**src/rtl/if_prefetch_pkg.sv**
```systemverilog
// Shared types and bus definitions for the instruction prefetch unit.
// Defines the instruction/address bus ranges and boolean literals used across
// the prefetch files, plus the FSM encoding and queue entry layout.
`ifndef IF_PREFETCH_DEFINES
`define IF_PREFETCH_DEFINES
`define InstAddrBus 31:0
`define InstBus 31:0
`define True 1'b1
`define False 1'b0
`endif

package if_prefetch_pkg;

    localparam int ADDR_W = 32;
    localparam int INST_W = 32;

    // Fetch FSM: nothing outstanding / one outstanding to keep / one to discard
    typedef enum logic [1:0] {
        IF_IDLE = 2'd0,
        IF_WAIT = 2'd1,
        IF_DROP = 2'd2
    } if_state_e;

    // One queued instruction together with the address it was fetched from
    typedef struct packed {
        logic [ADDR_W-1:0] pc;
        logic [INST_W-1:0] inst;
    } if_entry_t;

    // Sequential fetch address; wraps modulo 2^32
    function automatic logic [ADDR_W-1:0] next_fetch_pc(input logic [ADDR_W-1:0] pc);
        return pc + 32'd4;
    endfunction

endpackage

```
**src/rtl/if_inst_fifo.sv**
```systemverilog
// Instruction queue for the prefetch unit: power-of-two circular buffer with
// push/pop/flush and an occupancy count. Flush and reset empty the queue.
module if_inst_fifo
    import if_prefetch_pkg::*;
#(
    parameter int DEPTH = 4,
    localparam int PTR_W = $clog2(DEPTH),
    localparam int CNT_W = $clog2(DEPTH + 1)
) (
    input  logic             clk,
    input  logic             rst,
    input  logic             push,
    input  logic             pop,
    input  logic             flush,
    input  if_entry_t        push_data,
    output if_entry_t        head,
    output logic [CNT_W-1:0] count
);

    if_entry_t        mem [DEPTH];
    logic [PTR_W-1:0] wr_ptr;
    logic [PTR_W-1:0] rd_ptr;

    // Storage write; contents need no reset because count gates visibility
    always_ff @(posedge clk) begin
        if (push && !flush && !rst) begin
            mem[wr_ptr] <= push_data;
        end
    end

    // Pointer and occupancy bookkeeping; pointers wrap naturally at DEPTH
    always_ff @(posedge clk) begin
        if (rst || flush) begin
            wr_ptr <= '0;
            rd_ptr <= '0;
            count  <= '0;
        end else begin
            if (push) begin
                wr_ptr <= wr_ptr + PTR_W'(1);
            end
            if (pop) begin
                rd_ptr <= rd_ptr + PTR_W'(1);
            end
            case ({push, pop})
                2'b10:   count <= count + CNT_W'(1);
                2'b01:   count <= count - CNT_W'(1);
                default: count <= count;
            endcase
        end
    end

    assign head = mem[rd_ptr];

endmodule

```
**src/rtl/if_prefetch.sv**
```systemverilog
// Instruction fetch prefetcher: issues one fetch at a time to the memory
// controller, queues returned instructions and presents them to IF/ID.
// A branch interception flushes the queue and discards any in-flight response.
// Optional feature macro: IF_PREFETCH_BYPASS_EN -- a response arriving while
// the queue is empty is presented in the same cycle and, if accepted, never
// enters the queue.
module if_prefetch
    import if_prefetch_pkg::*;
#(
    parameter int               DEPTH    = 4,
    parameter logic [ADDR_W-1:0] RESET_PC = 32'h0
) (
    input  logic                clk,
    input  logic                rst,
    output logic                mem_req,
    output logic [`InstAddrBus] mem_addr,
    input  logic                mem_grant,
    input  logic [1:0]          memcnf,
    input  logic                mem_valid,
    input  logic [`InstBus]     mem_inst,
    input  logic                branch_interception,
    input  logic [`InstAddrBus] branch_target,
    input  logic                id_ready,
    output logic                if_valid,
    output logic [`InstAddrBus] if_pc,
    output logic [`InstBus]     if_inst,
    output logic                if_stall
);

    localparam int CNT_W = $clog2(DEPTH + 1);

    if_state_e          state;
    if_state_e          state_next;
    logic [ADDR_W-1:0]  fetch_pc;
    logic [ADDR_W-1:0]  req_pc;
    logic               issue;
    logic               push;
    logic               pop;
    logic               bypass_hit;
    logic               fifo_empty;
    logic               fifo_full;
    logic [CNT_W-1:0]   fifo_count;
    if_entry_t          fifo_head;
    if_entry_t          push_data;

    if_inst_fifo #(.DEPTH(DEPTH)) u_fifo (
        .clk       (clk),
        .rst       (rst),
        .push      (push),
        .pop       (pop),
        .flush     (branch_interception),
        .push_data (push_data),
        .head      (fifo_head),
        .count     (fifo_count)
    );

    assign fifo_empty = (fifo_count == CNT_W'(0));
    assign fifo_full  = (fifo_count == CNT_W'(DEPTH));
    assign push_data  = '{pc: req_pc, inst: mem_inst};

    // FSM state register
    always_ff @(posedge clk) begin
        if (rst) begin
            state <= IF_IDLE;
        end else begin
            state <= state_next;
        end
    end

    // FSM next state: a response always returns to IDLE, even alongside a flush
    always_comb begin
        state_next = state;
        case (state)
            IF_IDLE: begin
                if (issue) begin
                    state_next = IF_WAIT;
                end else begin
                    state_next = IF_IDLE;
                end
            end
            IF_WAIT: begin
                if (mem_valid) begin
                    state_next = IF_IDLE;
                end else if (branch_interception) begin
                    state_next = IF_DROP;
                end else begin
                    state_next = IF_WAIT;
                end
            end
            IF_DROP: begin
                if (mem_valid) begin
                    state_next = IF_IDLE;
                end else begin
                    state_next = IF_DROP;
                end
            end
            default: state_next = IF_IDLE;
        endcase
    end

    // FSM outputs: request issue, queue push/pop and the presented instruction
    always_comb begin
        mem_req  = (state == IF_IDLE) && (memcnf == 2'b00) && !branch_interception
                   && !fifo_full && !rst;
        mem_addr = fetch_pc;
        issue    = mem_req && mem_grant;
`ifdef IF_PREFETCH_BYPASS_EN
        bypass_hit = (state == IF_WAIT) && fifo_empty && mem_valid && !branch_interception;
`else
        bypass_hit = `False;
`endif
        if_valid = !rst && !branch_interception && (!fifo_empty || bypass_hit);
        pop      = if_valid && id_ready && !fifo_empty;
        push     = (state == IF_WAIT) && mem_valid && !branch_interception && !rst
                   && !(bypass_hit && id_ready);
        if (!if_valid) begin
            if_pc   = '0;
            if_inst = '0;
        end else if (!fifo_empty) begin
            if_pc   = fifo_head.pc;
            if_inst = fifo_head.inst;
        end else begin
`ifdef IF_PREFETCH_BYPASS_EN
            if_pc   = req_pc;
            if_inst = mem_inst;
`else
            if_pc   = '0;
            if_inst = '0;
`endif
        end
        if_stall = !if_valid;
    end

    // Fetch address and in-flight request address
    always_ff @(posedge clk) begin
        if (rst) begin
            fetch_pc <= RESET_PC;
            req_pc   <= '0;
        end else if (branch_interception) begin
            fetch_pc <= branch_target;
            req_pc   <= req_pc;
        end else if (issue) begin
            fetch_pc <= next_fetch_pc(fetch_pc);
            req_pc   <= fetch_pc;
        end else begin
            fetch_pc <= fetch_pc;
            req_pc   <= req_pc;
        end
    end

endmodule

```
**config.mk**
```make
export PLATFORM = sky130hd
export DESIGN_NAME = if_prefetch
export DESIGN_NICKNAME = d
export VERILOG_FILES = /design/src/rtl/if_prefetch_pkg.sv /design/src/rtl/if_inst_fifo.sv /design/src/rtl/if_prefetch.sv
export SDC_FILE = /design/constraint.sdc
export NUM_CORES = 1
export LEC_CHECK = 0
export BUFFER_PORTS_ARGS = -buffer_cell sky130_fd_sc_hd__buf_2
export CAP_MARGIN = 25
export CORE_UTILIZATION = 60
export CTS_BUF_LIST = sky130_fd_sc_hd__clkbuf_2 sky130_fd_sc_hd__clkbuf_4 sky130_fd_sc_hd__clkbuf_8
export CTS_CLUSTER_SIZE = 14
export DETAILED_ROUTE_END_ITERATION = 12
export MAX_ROUTING_LAYER = met4
export PLACE_DENSITY = 0.82
export SYNTH_ARGS = -nofsm -noshare
export SYNTH_HDL_FRONTEND = slang
export SYNTH_SLANG_ARGS = --single-unit
```
**constraint.sdc**
```tcl
create_clock -name clk -period 3.8 [get_ports clk]
set_input_delay 0.38 -clock clk [delete_from_list [all_inputs] [get_ports clk]]
set_output_delay 0.38 -clock clk [all_outputs]
set_load 0.005 [all_outputs]
```
# [Yosys cells after proc, flatten, opt, wreduce, memory -nomap -nowiden]
# Memories as Yosys holds them, arrays and structs flattened. A register that Yosys moved wholly into a read port is not among the register bits.
# Index checks and enable logic that the tools add are counted.
[classes] add_sub_neg=5 n_eq_ne=5 muxes=16 n_bitwise=1 reduce_logical=26
[ops] cell="$mux W32" count=6
[ops] cell="$add A32 B3 Y32 const B" count=1
[ops] cell="$logic_and A1 B1 Y1" count=14
[ops] cell="$mux W2" count=5
[ops] cell="$pmux W2 S3" count=1
[ops] cell="$pmux W3 S2" count=1
[ops] cell="$logic_not A1 Y1" count=5
[ops] cell="$add A2 B1 Y2 const B" count=2
[ops] cell="$eq A2 B1 Y1 const B" count=2
[ops] cell="$eq A2 B2 Y1 const B" count=2
[ops] cell="$logic_not A2 Y1" count=2
[ops] cell="$reduce_bool A2 Y1" count=2
[ops] cell="$add A3 B1 Y3 const B" count=1
[ops] cell="$eq A3 B3 Y1 const B" count=1
[ops] cell="$logic_not A3 Y1" count=1
[ops] cell="$mux W1" count=3
[ops] cell="$sub A3 B1 Y3 const B" count=1
[ops] cell="$reduce_and A2 Y1" count=1
[ops] cell="$logic_or A1 B1 Y1" count=1
[ops] cell="$not A1 Y1" count=1
[totals] register_bits=73 ram_bits=256 memories=1
[memory_table] memory="u_fifo.mem" depth=4 word_bits=64 rd=1 rd_clocked_by_memory_dff=1 wr=1 line="if_inst_fifo.sv:20" rtl="if_entry_t mem [DEPTH];"

# [Depth between registers and ports, before layout]
# Gate-level depths: netlist of run 1.
[logic_depth] word_depth=8 mapped_depth=11 ltp_nobuf=10

# [Modules after synthesis]
# From an unflattened synthesis of run 1, not the netlist that was laid out.
[hier_totals] hier_cells=846 hier_area_um2=13341.5
[modules_own_cells] module="if_inst_fifo" n_inst=1 cells_each=377 area_per_inst_um2=9733.1 seq_area_each_um2=7867.5
[modules_own_cells] module="if_prefetch" n_inst=1 cells_each=469 area_per_inst_um2=3608.5 seq_area_each_um2=1321.3

# [Least setup slack after synthesis of run 1]
# Ideal clock, no wire load.
[synth_timing] kind="input to register" start="input port branch_interception" end="memory u_fifo.mem[0][0] in the netlist's numbering (enable)" setup_time_ps=429 arrival_time_ps=2738 required_time_ps=3371 path_slack_ps=633 cell_stages=5 n_path_buf=2 path_cell_list="buf_2 or2_2 clkbuf_1 nor2_1 and2_1"
[synth_between] elab_chain_len=7
[synth_lines] element="start, declared" line="if_prefetch.sv:21" rtl="input logic branch_interception,"
[synth_lines] element="$logic_not A1 Y1 (*)" line="if_inst_fifo.sv:26, if_prefetch.sv:114"
[synth_lines] element="$logic_and A1 B1 Y1 (2 in a row)" line="if_prefetch.sv:114" rtl="push = (state == IF_WAIT) && mem_valid && !branch_interception && !rst"
[synth_lines] element="$logic_and A1 B1 Y1 (*) (2 in a row)" line="if_inst_fifo.sv:26" rtl="if (push && !flush && !rst) begin"
[synth_lines] element="$mux W1 (*)" line="if_inst_fifo.sv:26"
[synth_lines] element="$mux W1 (not written as such) (*)" line="if_inst_fifo.sv:27" rtl="mem[wr_ptr] <= push_data;"
[synth_lines] element="end, declared" line="if_inst_fifo.sv:20"
# Mark *: on every way between the ends. The rest lies on a longest branch, timed or not.

==> metrics.md, run 1 <==
| Metric | Value |
|---|---|
| Die area | `22,400 sq um` |
| Reg clk slew, reported paths | `~0.06 ns` |
| Die width | `150 um` |
| EDFF count, synth | `256` |
| Distinct cell type count after synthesis | `58` |
| Largest net degree at the start of global routing | `67` |
| Worst-path maximum fanout | `30` |
| Syn_nets | `913` |
| Max Fclk | `around 0.35 GHz` |
| DRC | `0` |
| Cells after Synth | `834` |
| Final wirelength | `26,200 um` |
| CTS tree | `built` |
| Synth area leader | `edfxtp_1` |
| Smallest setup slack after layout | `0.902 ns` |
| Port Buffers | `170` |
| Total grt overflow | `0` |
| DRT iter0 DRCs | `about 520` |
| NumNets Final | `roughly 1,100` |
| Io pins | `approximately 170` |
| Worst hold slack | `0.0248 ns` |
| Antenna diode count | `0` |
| Final Slew Violations | `0` |
| Clk sinks | `331` |
| H-Tree Level Count | `2` |
| Commonest cells post-synth | `edfxtp_1 (256), nand2_1 (92), dfxtp_1 (75)` |
| Proportion of layout cells with a drive suffix above 1 | `between 30% and 40%` |
| Lkg Pwr | `5.45 nW` |
| Final hold violation count | `0` |
| Placeable Area | `21,200 sq um` |
| Crit-path cells | `buf_12, mux4_2, and2_1, buf_2` |
| Worst EP arrival | `2.52 ns` |
| Cell Area, Synth | `13,100 sq um` |
| First-pass GRT wire length | `41,200 um` |
| Worst setup EP type | `output port` |
| Num rows | `53` |
| Vias in the first global route | `7,782` |
| Fillers | `approximately 1,400` |
| Gate power share | `2.3%` |
| FF+latch count, synth | `331` |
| Top Family by Delay on Critical Path | `flip-flops` |
| RSZ-0062 raised after global routing | `false` |
| Crit path largest cell delay | `0.74 ns` |
| Clock buffer count from CTS | `50` |
| Drt first pass iters | `8` |
| Initial antenna violation count | `0` |
| Main synth FF type | `edfxtp_1` |
| Pre-CTS setup slack | `1.17 ns` |
| Top post-synthesis cells by area | `edfxtp_1 (59%), dfxtp_1 (11%), mux4_2 (11%)` |
| Post-route ant nets | `0` |
| Layout area overhead | `17.0%` |
| Final worst path period share | `roughly three quarters` |
| Clock share of power | `between 40% and 50%` |
| HP Class | `input port to flop` |
| Clk Latency, worst-skew pair | `between 0.5 and 0.6 ns` |
| Vias per std cell | `5.83` |
| Startpoint Class | `flop` |
| Synth async-reset ratio | `0%` |
| Sequential area share after synthesis | `70.2%` |
| Setup CP Type | `flop to output port` |
| CP Buf/Inv Count | `2` |
| Non-Filler Instances | `roughly 1,300` |
| DR WL/cell | `19.5 um` |
| Worst-margin pin slew | `~0.94 ns` |
| Internal cell power | `5.59 mW` |
| Vias after detailed routing | `7,839` |
| Pwr dens | `around 460 nW/um^2` |
| Final instance area | `~15,000 sq um` |
| Initial Utilization | `61.7%` |
| Routability cong. | `0.868` |
| Worst IR Drop VDD | `288 uV` |
| Max Cap Viol | `0` |
| Yosys top cell area share | `58.7%` |
| Cell with the most instances after synthesis | `edfxtp_1` |
| Tmin final | `approximately 2.9 ns` |
| Die Ht | `150 um` |
| Run status | `completed` |
| Dpl cells | `1,250` |
| Yosys warnings | `0` |
| Syn_area_per_cell | `~16 sq um` |
| Critical Path RT | `about 3.4 ns` |
| CTS max path bufs | `3` |
| Critical path's slowest cell | `dfxtp_4` |
| Final clock skew | `0.0143 ns` |
| Reg power frac | `56.4%` |
| Setup TNS | `0 ns` |
| CTS Root Cell | `clkbuf_8` |
| All-Layer GR Usage | `between 20% and 30%` |
| Cts repair resizes | `0` |
| HPWL Detailed | `16,600 um` |
| DP Area | `around 14,000 sq um` |
| NetSw | `1.39 mW` |
| Final setup fails | `0` |
| Slew headroom | `approximately 37%` |
| Switching share of total power | `19.9%` |
[final cells by class]
cell class	count	area, sq um	area share [%]
inverter	11	41.3	0.270
clock inverter	10	40.0	0.261
clock buffer	82	985	6.43
multi-input combinational	448	3680	24.0
tap	275	344	2.25
timing repair buffer	187	1030	6.75
sequential	331	9200	60.0
[logic make-up (layout without fill, tap and decap cells)]
logic type | Yosys count | in the layout | share of synthesized area [%]
XOR/XNOR | 7 | 7 | 0.468
AND/OR/NAND/NOR | 268 | 268 | 10.9
buffers and inverters | 55 | 290 | 1.83
flip-flops | 331 | 331 | 70.2
AO/OA/AOI/OAI | 95 | 95 | 4.29
adder cells (fa/ha/maj) | 7 | 7 | 0.726
multiplexers | 71 | 71 | 11.6
[worst paths after layout]
kind	start	to	slack [ns]	cells past startpoint
worst max register to register	state[1]	mem_addr[2]	1.34	5
worst min register to register	req_pc[5]	req_pc[5]	0.50	2
worst min-delay path	branch_target[29]	mem_addr[29]	0.02	3
worst max-delay path	flop	if_pc[16]	0.90	4
[routing by layer]
metal  vias up  global-route usage [%]  part of all wire (%)
li1       3595                       -                     -
met1      3853                    34.0                    41
met2       348                    40.1                    49
met3        43                    4.12                   8.2
met4         0                    6.97                   1.9
met5         -                       -                     0
[power groups by stage]
stage | clock (mW) | sequential (mW) | combinational (mW)
2_1_floorplan | 0 | 4.00 | 0.0632
3_3_place_gp | 0 | 4.01 | 0.153
3_5_place_dp | 0 | 4.01 | 0.157
4_1_cts | 2.94 | 3.93 | 0.159
5_1_grt | 3.09 | 3.94 | 0.176
6_report | 2.88 | 3.94 | 0.160
[repair_timing]
item / CTS / global route
setup buffers: 0 / 0
hold endpoints to repair: 5 / 0
hold buffers: 2 / 0
[registers in the layout, indices dropped and copies added (netlist names), named ones only]
| name | count |
|---|---|
| u_fifo.count | 3 |
| mem_addr | 32 |
| req_pc | 32 |
| u_fifo.wr_ptr | 2 |
| state | 2 |
| u_fifo.mem | 256 |
| u_fifo.rd_ptr | 2 |
[stage by stage]
stage | total power [mW] | utilization [%]
2_1_floorplan | 4.07 | -
3_3_place_gp | 4.16 | 67.3
3_5_place_dp | 4.17 | 67.3
4_1_cts | 7.04 | 72.2
5_1_grt | 7.21 | 72.2
6_report | 6.98 | 72.2
[worst register-to-register path, cell delays in order (launching register included)]
cell and delay [ns]:
dfxtp_1 0.32, nor4_2 0.47, and4b_2 0.77, nor2_1 0.39
a221oi_1 0.33, nor2_1 0.07
[cell usage in the layout, fill, tap and decap left out, types with 11 or more instances in the layout]
cell        n
clkbuf_4   23
o21ai_0    13
a21oi_1    52
nand3_1    18
and2_1     68
buf_4      11
clkbuf_8   59
nand2_1    92
edfxtp_1  256
buf_2     170
mux4_2     64
nor2_1     29
dfxtp_1    73
No activity file was read; power rests on OpenSTA's default activity.
==> run 2, diff against run 1 <==
- CORE_UTILIZATION: 60 -> 54
- PLACE_DENSITY: 0.82 -> 0.78
- clock period: 3.8 -> 2.6 ns (I/O delays scaled with it)
==> run 2 against run 1 <==
Effect of this change: non-clock buffer count increased by 73; first-iteration DRC count grew 6.3%; clock power up 49%; final cell count up 8.9%; highest routed layer unchanged; sequential power rose by 46%; flip-flop and latch count is the same; routed wire length is 5.3% higher.
==> metrics.md, run 2 (synthesized netlist as in run 1, its figures left out) <==
| Metric | Value |
|---|---|
| Critical Path RT | `2.34 ns` |
| FF-to-FF Start | `state[0]` |
| Pwr dens | `641 nW/um^2` |
| Worst EP arrival | `2.23 ns` |
| Post-route ant nets | `0` |
| Fillers | `1,606` |
| DR WL/cell | `18.9 um` |
| CTS tree | `built` |
| Start point of the worst hold path | `branch_target[16]` |
| Final clock skew | `0.0226 ns` |
| First-pass GRT wire length | `between 40,000 and 50,000 um` |
| Worst-path maximum fanout | `33` |
| CTS max path bufs | `3` |
| Final hold violation count | `0` |
| Clk Latency, worst-skew pair | `0.57 ns` |
| RSZ-0062 raised after global routing | `false` |
| Max reg flops | `between 200 and 300` |
| Final setup fails | `0` |
| Multi-input logic area | `3680 sq um` |
| Design Power | `10.4 mW` |
| CTS Root Cell | `clkbuf_8` |
| Vias in the first global route | `8,174` |
| Run status | `completed` |
| Startpoint Class | `flop` |
| NumNets Final | `1,182` |
| Proportion of layout cells with a drive suffix above 1 | `32.3%` |
| HP Class | `input port to flop` |
| DRT iter0 DRCs | `557` |
| Die area | `24,900 sq um` |
| Vias after detailed routing | `8,181` |
| Die Ht | `158 um` |
| Max Cap Viol | `0` |
| Worst R2R End | `u_fifo.count[2]` |
| Final Slew Violations | `0` |
| Largest Register | `u_fifo.mem` |
| All-Layer GR Usage | `around a quarter` |
| Setup TNS | `0 ns` |
| Smallest setup slack after layout | `around 0.11 ns` |
| Num rows | `56` |
| Final wirelength | `27,600 um` |
| Layout area overhead | `23.4%` |
| Hold Path Sink | `mem_addr[16]` |
| Lkg Pwr | `5.79 nW` |
| R2R Setup Slk | `0.41 ns` |
| Leading cell type in the layout, fill and taps excluded | `edfxtp_1` |
| Drt first pass iters | `4` |
| Clk sinks | `331` |
| Total grt overflow | `0` |
| Vias per std cell | `about 5.6` |
| Pre-CTS setup slack | `0.342 ns` |
| Initial antenna violation count | `0` |
| Antenna diode count | `0` |
| Hold path cells | `3` |
| Final worst path period share | `95.8%` |
| Largest net degree at the start of global routing | `67` |
| Routability cong. | `about 0.84` |
| Die width | `158 um` |
| Initial Utilization | `55.5%` |
| Setup CP Type | `flop to output port` |
| Placeable Area | `23,600 sq um` |
| Reg clk slew, reported paths | `0.06 ns` |
| Worst setup EP type | `output port` |
| Max Fclk | `0.402 GHz` |
| Register area | `9200 sq um` |
| Worst reg2reg path depth | `10` |
| Slew headroom | `43.7%` |
| Clock buffer count from CTS | `51` |
| HPWL Detailed | `17,000 um` |
| Setup bufs post-CTS | `0` |
| Port Buffers | `170` |
| Io pins | `roughly 170` |
| H-Tree Level Count | `2` |
| Commonest non-fill, non-tap cells in the layout | `edfxtp_1 (256), buf_2 (170), nand2_1 (92)` |
| Worst-margin pin slew | `approximately 0.84 ns` |
| Worst IR Drop VDD | `491 uV` |
| Tmin final | `about 2.5 ns` |
| DRC | `0` |
[run 2: how the worst max path moves through the flow]
stage,cells past startpoint,start,slack [ns],end
4_1_cts,4,flop,0.06,if_pc[0]
6_report,4,flop,0.11,if_pc[0]
3_5_place_dp,10,rst,0.34,u_fifo.count[2]
3_3_place_gp,10,rst,0.40,u_fifo.count[2]
2_1_floorplan,5,branch_interception,0.25,u_fifo.mem[0][0]
5_1_grt,4,flop,0.0001,if_pc[0]
[run 2: what timing repair did]
action	in CTS	in global routing
hold buffers	62	0
gates resized for setup	0	2
hold endpoints to repair	160	0
endpoints found under the setup margin	0	1
[run 2: stage by stage]
stage          instance area, sq um  hold slack [ns]  cells  util, %
2_1_floorplan                 13100            0.337    834        -
3_3_place_gp                  14500            0.469   1307     61.4
3_5_place_dp                  14500            0.473   1307     61.4
4_1_cts                       16100          0.00814   1463     68.4
5_1_grt                       16200           0.0383   1463     68.4
6_report                      16200           0.0416   1463     68.4
[run 2: layout make-up]
| cell class | instances | share of cell area [%] |
|---|---|---|
| clock buffer | 70 | 5.38 |
| clock inverter | 24 | 0.976 |
| inverter | 11 | 0.256 |
| multi-input combinational | 448 | 22.8 |
| sequential | 331 | 56.9 |
| tap | 319 | 2.47 |
| timing repair buffer | 260 | 11.2 |
[run 2: report_power, final]
part / switching, mW / internal (mW)
clock network: 1.92 / 2.37
registers: 0.0609 / 5.69
logic: 0.152 / 0.164
[run 2: worst max-delay path: stages, from the launching register on]
cell and delay (ns):
dfxtp_4 0.46, buf_16 0.28, mux4_2 0.59, and2_4 0.18, buf_2 0.12
[run 2: per-layer routing]
| metal | share of wire [%] | up-vias | global-route usage (%) |
|---|---|---|---|
| met1 | 42 | 3995 | 30.0 |
| met3 | 7.4 | 47 | 4.57 |
| met4 | 1.8 | 0 | 7.12 |
| met2 | 49 | 392 | 39.1 |
| met5 | 0 | - | - |
| li1 | - | 3747 | - |
